$ cat config.mk
export PLATFORM = sky130hd
export DESIGN_NAME = systolic_array_ctrl
export DESIGN_NICKNAME = d
export VERILOG_FILES = /design/src/rtl/systolic_array_ctrl.sv
export SDC_FILE = /design/constraint.sdc
export NUM_CORES = 1
export LEC_CHECK = 0
export ABC_AREA = 1
export ABC_CLOCK_PERIOD_IN_PS = 2600
export BUFFER_PORTS_ARGS = -buffer_cell sky130_fd_sc_hd__buf_2
export CORE_MARGIN = 4
export CORE_UTILIZATION = 53
export DETAILED_ROUTE_END_ITERATION = 6
export MAX_ROUTING_LAYER = met4
export PLACE_DENSITY = 0.85
export SLEW_MARGIN = 20
export SYNTH_ARGS = -nofsm -noshare
export SYNTH_HDL_FRONTEND = slang
export SYNTH_SLANG_ARGS = --single-unit
$ cat constraint.sdc
create_clock -name clk -period 2.6 [get_ports clk]
set_input_delay 0.52 -clock clk [delete_from_list [all_inputs] [get_ports clk]]
set_output_delay 0.52 -clock clk [all_outputs]
set_load 0.02 [all_outputs]
$ cat src/rtl/systolic_array_ctrl.sv
// systolic_array_ctrl: sequences an operand load, compute and result drain
// for a square systolic PE array. It does not carry the operand or result
// data; it only produces the handshakes, beat indices and PE enable.
// Optional feature: define SYSTOLIC_PERF_CNT_EN to add the per-operation
// cycle counter behind perf_cycles. Otherwise perf_cycles is tied to 0.
// CFG_W must equal 2*DIM_W because config_data carries {rows, cols}.
module systolic_array_ctrl #(
   parameter int ARRAY_DIM = 4,
   parameter int DIM_W     = 16,
   parameter int CFG_W     = 32
) (
   input  logic             clk,
   input  logic             rst_n,
   input  logic             config_valid,
   input  logic [CFG_W-1:0] config_data,
   input  logic             start,
   input  logic             abort,
   input  logic             in_valid,
   output logic             in_ready,
   output logic             pe_en,
   output logic             out_valid,
   input  logic             out_ready,
   output logic [DIM_W-1:0] beat_idx,
   output logic             busy,
   output logic             done,
   output logic             error,
   output logic [1:0]       error_code,
   output logic [31:0]      perf_cycles
);

   typedef enum logic [2:0] {
      S_IDLE, S_LOAD_A, S_LOAD_B, S_EXECUTE, S_STORE, S_DONE, S_ERROR
   } state_t;

   // Execute counter is wide enough for rows+cols+ARRAY_DIM.
   localparam int CNT_W = DIM_W + 2;
   localparam logic [DIM_W-1:0] DIM_MAX = DIM_W'(ARRAY_DIM);
   localparam logic [DIM_W-1:0] ONE     = DIM_W'(1);

   state_t           state_q, state_d;
   logic [DIM_W-1:0] rows_q, rows_d, cols_q, cols_d;
   logic [DIM_W-1:0] beat_q, beat_d;
   logic             cfg_q, cfg_d;
   logic [1:0]       code_q, code_d;
   logic [CNT_W-1:0] exec_q, exec_d, exec_len;
   logic             dims_ok;

   assign dims_ok  = (rows_q != '0) && (cols_q != '0) &&
                     (rows_q <= DIM_MAX) && (cols_q <= DIM_MAX);
   // Counter runs 1..exec_len, giving rows+cols+ARRAY_DIM-2 compute cycles.
   assign exec_len = CNT_W'(rows_q) + CNT_W'(cols_q) + CNT_W'(ARRAY_DIM - 2);

   // State and datapath registers.
   always_ff @(posedge clk or negedge rst_n) begin
      if (!rst_n) begin
         state_q <= S_IDLE;
         rows_q  <= '0;
         cols_q  <= '0;
         beat_q  <= '0;
         cfg_q   <= 1'b0;
         code_q  <= 2'd0;
         exec_q  <= '0;
      end else begin
         state_q <= state_d;
         rows_q  <= rows_d;
         cols_q  <= cols_d;
         beat_q  <= beat_d;
         cfg_q   <= cfg_d;
         code_q  <= code_d;
         exec_q  <= exec_d;
      end
   end

   // Next-state logic; abort is tested first so it outranks any handshake.
   always_comb begin
      state_d = state_q;
      rows_d  = rows_q;
      cols_d  = cols_q;
      beat_d  = beat_q;
      cfg_d   = cfg_q;
      code_d  = code_q;
      exec_d  = exec_q;
      case (state_q)
         S_IDLE: begin
            beat_d = '0;
            if (config_valid) begin
               // A config strobe wins over a simultaneous start.
               rows_d = config_data[CFG_W-1:DIM_W];
               cols_d = config_data[DIM_W-1:0];
               cfg_d  = 1'b1;
            end else if (start) begin
               if (!cfg_q) begin
                  state_d = S_ERROR;
                  code_d  = 2'd2;
               end else if (!dims_ok) begin
                  state_d = S_ERROR;
                  code_d  = 2'd1;
               end else begin
                  state_d = S_LOAD_A;
                  code_d  = 2'd0;
               end
            end
         end
         S_LOAD_A: begin
            if (abort) begin
               state_d = S_ERROR;
               code_d  = 2'd3;
               beat_d  = '0;
            end else if (in_valid) begin
               if (beat_q + ONE == rows_q) begin
                  state_d = S_LOAD_B;
                  beat_d  = '0;
               end else begin
                  beat_d = beat_q + ONE;
               end
            end
         end
         S_LOAD_B: begin
            if (abort) begin
               state_d = S_ERROR;
               code_d  = 2'd3;
               beat_d  = '0;
            end else if (in_valid) begin
               if (beat_q + ONE == cols_q) begin
                  state_d = S_EXECUTE;
                  beat_d  = '0;
                  exec_d  = CNT_W'(1);
               end else begin
                  beat_d = beat_q + ONE;
               end
            end
         end
         S_EXECUTE: begin
            if (abort) begin
               state_d = S_ERROR;
               code_d  = 2'd3;
            end else if (exec_q == exec_len) begin
               state_d = S_STORE;
               beat_d  = '0;
            end else begin
               exec_d = exec_q + CNT_W'(1);
            end
         end
         S_STORE: begin
            if (abort) begin
               state_d = S_ERROR;
               code_d  = 2'd3;
               beat_d  = '0;
            end else if (out_ready) begin
               if (beat_q + ONE == rows_q) begin
                  state_d = S_DONE;
                  beat_d  = '0;
               end else begin
                  beat_d = beat_q + ONE;
               end
            end
         end
         S_DONE:  state_d = S_IDLE;
         S_ERROR: state_d = S_IDLE;
         default: state_d = S_IDLE;
      endcase
   end

   assign in_ready   = (state_q == S_LOAD_A) || (state_q == S_LOAD_B);
   assign pe_en      = (state_q == S_EXECUTE);
   assign out_valid  = (state_q == S_STORE);
   assign busy       = in_ready || pe_en || out_valid;
   assign done       = (state_q == S_DONE);
   assign error      = (state_q == S_ERROR);
   assign beat_idx   = beat_q;
   assign error_code = code_q;

`ifdef SYSTOLIC_PERF_CNT_EN
   logic [31:0] pcnt_q, perf_q;
   logic        accept;

   assign accept = (state_q == S_IDLE) && (state_d == S_LOAD_A);

   // Count from the accepting cycle (=1) through DONE; publish only on done.
   always_ff @(posedge clk or negedge rst_n) begin
      if (!rst_n) begin
         pcnt_q <= '0;
         perf_q <= '0;
      end else begin
         if (accept)
            pcnt_q <= 32'd1;
         else if (busy || done)
            pcnt_q <= pcnt_q + 32'd1;
         if (done)
            perf_q <= pcnt_q + 32'd1;
      end
   end

   assign perf_cycles = perf_q;
`else
   assign perf_cycles = '0;
`endif

endmodule

==> results_dict.tcl, run 1 <==
set metrics [dict create \
    status "complete, but fails checks" \
    violations "setup timing" \
    worstPathRequired_ns 2.84 \
    ir_drop_v 0.000984 \
    htree_levels 3 \
    final_nets 1169 \
    drtAntennaViolNets 0 \
    path_class "reg2reg" \
    synth-xor-area-share 0.0534 \
    use_met3 0.0503 \
    place_inst 1215 \
    drc 0 \
    synth.ff_latch_count 72 \
    finClkSkew_ns 0.00566 \
    fmax_ghz 0.333 \
    via_per_inst 5.55 \
    syn-cell-area_um2 6230 \
    synthTopCellsByCount "291 x nand2_1, 118 x nor2_1, 110 x inv_1" \
    setup_violations 37 \
    synth_top_area_cell "dfrtp_1" \
    vias 6906 \
    pre_cts_slack_ns -0.322 \
    p_leak_uw 0.00423 \
    slew_violations 0 \
    p_switching_uw 5770 \
    layout-drive-gt1-share 0.266 \
    worstMarginPinSlew_ns 0.822 \
    sw_frac_of_total 0.474 \
    synth.top_cell.area_share 0.289 \
    cts_buffers 9 \
    ioPinCount 95 \
    antenna_found_initial 0 \
    dr.pass1.iters 6 \
    period_minus_slack_ns 3.00 \
    yosys_warnings 0 \
    initialDrtViolationCount 667 \
    clock_sinks 72 \
    path_clk_slew_ns 0.06 \
    cts_hold_buf 0 \
    synth_flop_cell "dfrtp_1" \
    floorplan.initialDensity 0.543 \
    core_region_area_um2 11500 \
    ys_seq_area_frac 0.289 \
    critPathArrivalTime_ns 3.24 \
    grt.total_usage 0.284 \
    combPwrFrac 0.753 \
    synth_enable_flop_cells 0 \
    finalHoldViolCount 0 \
    grt-ovfl-total 0 \
    fin_ws_ns -0.402 \
    totalWireLength_mm 19.6 \
    cts-root-buf "clkbuf_16" \
    clk_latency_ns 0.35 \
    worstPathMaxFanout 6 \
    grtUsageMet1 0.371 \
    gr-max-usage-layer "met2" \
    synth-compound-area-share 0.0673 \
    place_congestion 0.995 \
    rr_worst_depth 17 \
    timing.final.crit_share 1.15 \
    clk_path_buf_depth 2 \
    avgSynthCellArea_um2 6.59 \
    grt_pass1_vias 6178 \
    synth_cells 946 \
    hold_class "in2async" \
    async_reset_ff_frac 1.00 \
    rsz0062_at_grt "yes" \
    grt_use_met2 0.441 \
    die_w_um 116 \
    die_h_um 116 \
    power_frac_seq 0.135 \
    synth_cell_type_count 42 \
    slew_headroom 0.452 \
    crit_path_start_kind "flop" \
    synth_most_common_cell "nand2_1" \
    p_per_area_nw_per_um2 1490 \
    grt_max_degree 53 \
    synth_area_leaders "dfrtp_1 29%, nand2_1 18%, nor2_1 7.1%" \
    cts_tree "yes" \
    internal_power_uw 6420 \
    hold-worst-slack_ns 0.175 \
    synth_fa_ha_area_frac 0.0695 \
    yosys-mux-area-fraction 0.0163 \
    area_delta_synth_final_pct 31.3 \
    fin_util 0.713 \
    grt_pass1_wl_mm 29.3 \
    synth_top_family_by_area "simple AND/OR/NAND/NOR gates" \
    wl_per_cell_um 15.8 \
    std_cell_rows 39 \
    critPathCaptureType "flop" \
    clkPwrFrac 0.112 \
    num_antenna_cells 0 \
    io_buffers 62 \
    stdcell_count 1244 \
    fp.dieArea_um2 13600 \
    maxCapViolations 0 \
    dpl.hpwl_mm 13.4 \
    synth-simple-area-share 0.384 \
]
==> cell families (layout without fill, tap and decap cells) <==
| family | after synthesis | count (layout) |
|---|---|---|
| and+or+nand+nor | 556 | 557 |
| muxes | 9 | 9 |
| buffers and inverters | 161 | 284 |
| other | 1 | 32 |
| adders and majority gates | 34 | 34 |
| DFF | 72 | 72 |
| xor gates and xnor gates | 38 | 38 |
| AOI/OAI and AO/OA | 75 | 75 |
==> timing repair <==
item	4_1_cts	5_1_grt
buffers inserted	6	6
hold endpoints to repair	0	0
gates resized for setup	52	49
pin swaps	37	30
gates cloned	0	2
setup endpoints to repair	37	38
==> placed cells by master, fill, tap and decap left out, drive strengths merged, types with 24 or more instances in the layout <==
master,instances
nand2,299
ha,33
xor2,24
nand3,80
dfrtp,72
a21oi,42
inv,111
conb,32
buf,156
nor2,124
==> power groups by stage <==
stage	sequential (µW)	clock [µW]	combinational (µW)
floorplan	1700	0	4550
global placement	1630	0	7150
detailed placement	1650	0	7290
CTS	1630	1370	8100
global route	1670	1430	9930
finish	1650	1360	9180
==> routing by layer <==
metal  part of all wire  vias to the layer above  routed length (µm)
met1               0.42                     3194                8250
met4              0.038                        0                 737
met5                  0                        -                   0
met3              0.083                       73                1630
li1                   -                     3267                   -
met2               0.46                      372                9010
==> sequential cells by signal, summed over array words and instances (netlist names) <==
register,flops
cols_q,16
beat_idx,16
error_code,2
cfg_q,1
state_q,3
rows_q,16
exec_q,18
==> cell type report <==
type	instances	area (µm²)
flip-flops and latches	72	1800
multi-input cells	745	4310
fillers	816	3290
clock inverters	7	96.3
repair buffers	157	1140
inverters	111	422
clock buffers	9	225
well taps	143	179
==> critical path, stage by stage, from the launching register on <==
cell	delay, ns
dfrtp_1	0.40
inv_2	0.09
ha_4	0.20
inv_2	0.06
ha_4	0.13
inv_2	0.04
fa_2	0.34
buf_4	0.15
xnor2_2	0.16
xor2_1	0.21
nand4_1	0.14
nor2_1	0.17
nand4_1	0.17
nand2_2	0.20
nand2_4	0.14
clkbuf_16	0.19
nand2_2	0.05
nand2_1	0.05
==> metrics by stage <==
stage | area, µm² | total power (µW) | TNS, ns
after floorplan | 6400 | 6250 | -0.969
after global placement | 7240 | 8780 | -5.29
after detailed placement | 7240 | 8930 | -9.46
after CTS | 7910 | 11100 | -5.02
after global routing | 8180 | 13000 | -17.25
final | 8180 | 12200 | -13.05
==> worst paths after layout <==
path,startpoint,slack (ns),endpoint
worst max-delay path,cols_q[1],-0.40,beat_idx[4]
worst min-delay path,rst_n,0.18,exec_q[3]
worst max register to register,cols_q[1],-0.40,beat_idx[4]
worst min register to register,error_code[1],0.51,error_code[1]
max in group asynchronous,rst_n,1.83,cols_q[10]
min in group clk,config_data[0],0.40,cols_q[0]
(Power assumes the default switching activity.)
==> inputs of run 2 (changes only) <==
- BUFFER_PORTS_ARGS: -buffer_cell sky130_fd_sc_hd__buf_2 -> -buffer_cell sky130_fd_sc_hd__buf_4
- CORE_ASPECT_RATIO: not set -> 2
==> run 2 against run 1 <==
  * Non-clock buffer count increased by 11
  * Critical path type unchanged
  * Clock skew up 0.0043 ns
  * Fmax up 0.15%
  * Routed wire length grew 6.4%
  * Register-to-register slack barely moved
  * First-iteration DRC count shrank 21%
  * Count of clock-buffer cells in the layout up 4
  * Sequential cell count is the same
  * The run still ends with setup timing left
  * Hold slack improved by 0.14 ns
  * Cell count up 1.2%
==> results_dict.tcl, run 2 (synthesis gave the netlist of run 1 again) <==
set metrics [dict create \
    critPathCaptureType "flop" \
    multiInputGateArea_um2 4270 \
    wl_per_cell_um 16.6 \
    status "complete, but fails checks" \
    grt_max_degree 73 \
    combPwrFrac 0.756 \
    clk_path_buf_depth 2 \
    drtAntennaViolNets 0 \
    cts_buffers 9 \
    place_congestion 0.994 \
    ioPinCount 95 \
    most-common-layout-cells "252 x nand2_1, 160 x buf_4, 114 x nor2_1, 104 x inv_1" \
    nFillCells 865 \
    p_per_area_nw_per_um2 1440 \
    layout-drive-gt1-share 0.261 \
    initialDrtViolationCount 526 \
    register_area_um2 1800 \
    finalInstanceArea_um2 8340 \
    final_nets 1185 \
    grt_pass1_vias 6997 \
    grt-ovfl-total 0 \
    p_leak_uw 0.00432 \
    finalHoldViolCount 0 \
    sw_frac_of_total 0.480 \
    worstMarginPinSlew_ns 0.964 \
    htree_levels 3 \
    floorplan.initialDensity 0.545 \
    area_delta_synth_final_pct 33.9 \
    place_area_um2 7420 \
    vias 6985 \
    grt.total_usage 0.310 \
    io_buffers 62 \
    rr_worst_depth 22 \
    critPathArrivalTime_ns 3.27 \
    die_w_um 84.7 \
    slew_violations 0 \
    fin_ws_ns -0.397 \
    p_switching_uw 5780 \
    dr.pass1.iters 7 \
    fmax_ghz 0.334 \
    path_clk_slew_ns 0.06 \
    grt_pass1_wl_mm 32.6 \
    r2r_slack_ns -0.40 \
    cpMaxStageDelayCell "dfrtp_1" \
    ir_drop_v 0.000791 \
    die_h_um 161 \
    num_antenna_cells 0 \
    drc 0 \
    antenna_found_initial 0 \
    violations "setup timing" \
    cts_hold_buf 0 \
    std_cell_rows 55 \
    power_frac_seq 0.138 \
    max_stage_delay_ns 0.38 \
    internal_power_uw 6270 \
    finClkSkew_ns 0.00999 \
    cts_tree "yes" \
    layout_commonest_cell "nand2_1" \
    totalWireLength_mm 20.9 \
    dpl.hpwl_mm 15.0 \
    path_class "reg2reg" \
    period_minus_slack_ns 3.00 \
    worstPathRequired_ns 2.88 \
    top_register "exec_q" \
    reg2reg_from "cols_q[1]" \
    slew_headroom 0.358 \
    crit_path_start_kind "flop" \
    fin_util 0.730 \
    timing.final.crit_share 1.15 \
    rsz0062_at_grt "yes" \
    hold_class "in2async" \
    fp.dieArea_um2 13700 \
    clkPwrFrac 0.106 \
    rr_endpoint "beat_idx[0]" \
    pre_cts_slack_ns -0.370 \
    maxCapViolations 0 \
    clk_latency_ns 0.34 \
    largest_reg_flops 18 \
    setup_violations 37 \
    worstPathMaxFanout 8 \
    clock_sinks 72 \
    via_per_inst 5.55 \
    core_region_area_um2 11400 \
    cts-root-buf "clkbuf_16" \
    path_cells "inv_2, ha_4, inv_4, ha_4, inv_2, fa_2, inv_2, nand3_2, nand3_4, nand2_1, nand3_2, nand3_1, nand3_1, nand2_1, nor2_1, nand4_1, nand2_2, buf_6, nand2_8, clkinv_8, nand2_2, nand2_2" \
]
run 2: changes by cell type in the layout (fill, tap and decap cells not counted), sizes merged:
cell,change
buf,+12
nand2,+4
clkbuf,+3
clkinvlp,-3
clkinv,+2
bufinv,-1
inv,-1
run 2: layout make-up:
cell class	count	share of cell area
Tap cell	142	0.0213
Timing Repair Buffer	168	0.162
Timing Repair inverter	1	0.00195
Clock buffer	13	0.0312
Inverter	111	0.0517
Multi-Input combinational cell	749	0.511
Clock inverter	3	0.00480
Sequential cell	72	0.216
run 2: critical path, delay by kind of cell, from the launching register on:
family                     cells  cell delay, ns
and+or+nand+nor               13            1.27
adders and majority gates      3            0.70
buffers and inverters          6            0.57
DFF                            1            0.38
run 2: worst max-delay path by stage:
stage | from | to | slack, ns
6_report | cols_q[1] | beat_idx[0] | -0.40
5_1_grt | cols_q[1] | exec_q[10] | -0.56
4_1_cts | cols_q[1] | beat_idx[13] | -0.28
3_5_place_dp | rows_q[1] | beat_idx[15] | -0.37
3_3_place_gp | rows_q[8] | beat_idx[0] | -0.28
2_1_floorplan | rows_q[1] | exec_q[8] | -0.07
run 2: per-stage QoR:
| stage | setup TNS [ns] | std cells | power, µW | hold slack (ns) |
|---|---|---|---|---|
| 6_report | -13.45 | 1259 | 12000 | 0.318 |
| 5_1_grt | -19.33 | 1259 | 13000 | 0.411 |
| 4_1_cts | -9.38 | 1254 | 11200 | 0.365 |
| 3_5_place_dp | -11.97 | 1225 | 9060 | 0.489 |
| 3_3_place_gp | -9.26 | 1225 | 8910 | 0.473 |
| 2_1_floorplan | -0.969 | 977 | 6250 | 0.224 |
run 2: metal layers:
metal  vias to the layer above  GRT usage  routed length (µm)  part of all wire
li1                       3291          -                   -                 -
met1                      3217      0.299                6940              0.33
met2                       344      0.553               11100              0.53
met3                       133     0.0281                1020             0.049
met4                         0      0.244                1790             0.085
met5                         -          -                   0                 0
run 2: repair_timing:
item | CTS | global route
endpoints found under the setup margin | 37 | 37
pin swaps | 27 | 19
gates resized for setup | 56 | 38
buffers inserted | 9 | 6
gates cloned | 7 | 0
run 2: power by group through the flow:
| stage | sequential [µW] | combinational [µW] | clock [µW] |
|---|---|---|---|
| 4_1_cts | 1630 | 8250 | 1280 |
| 2_1_floorplan | 1700 | 4550 | 0 |
| 6_report | 1660 | 9100 | 1280 |
| 3_3_place_gp | 1640 | 7270 | 0 |
| 5_1_grt | 1700 | 9940 | 1330 |
| 3_5_place_dp | 1650 | 7410 | 0 |
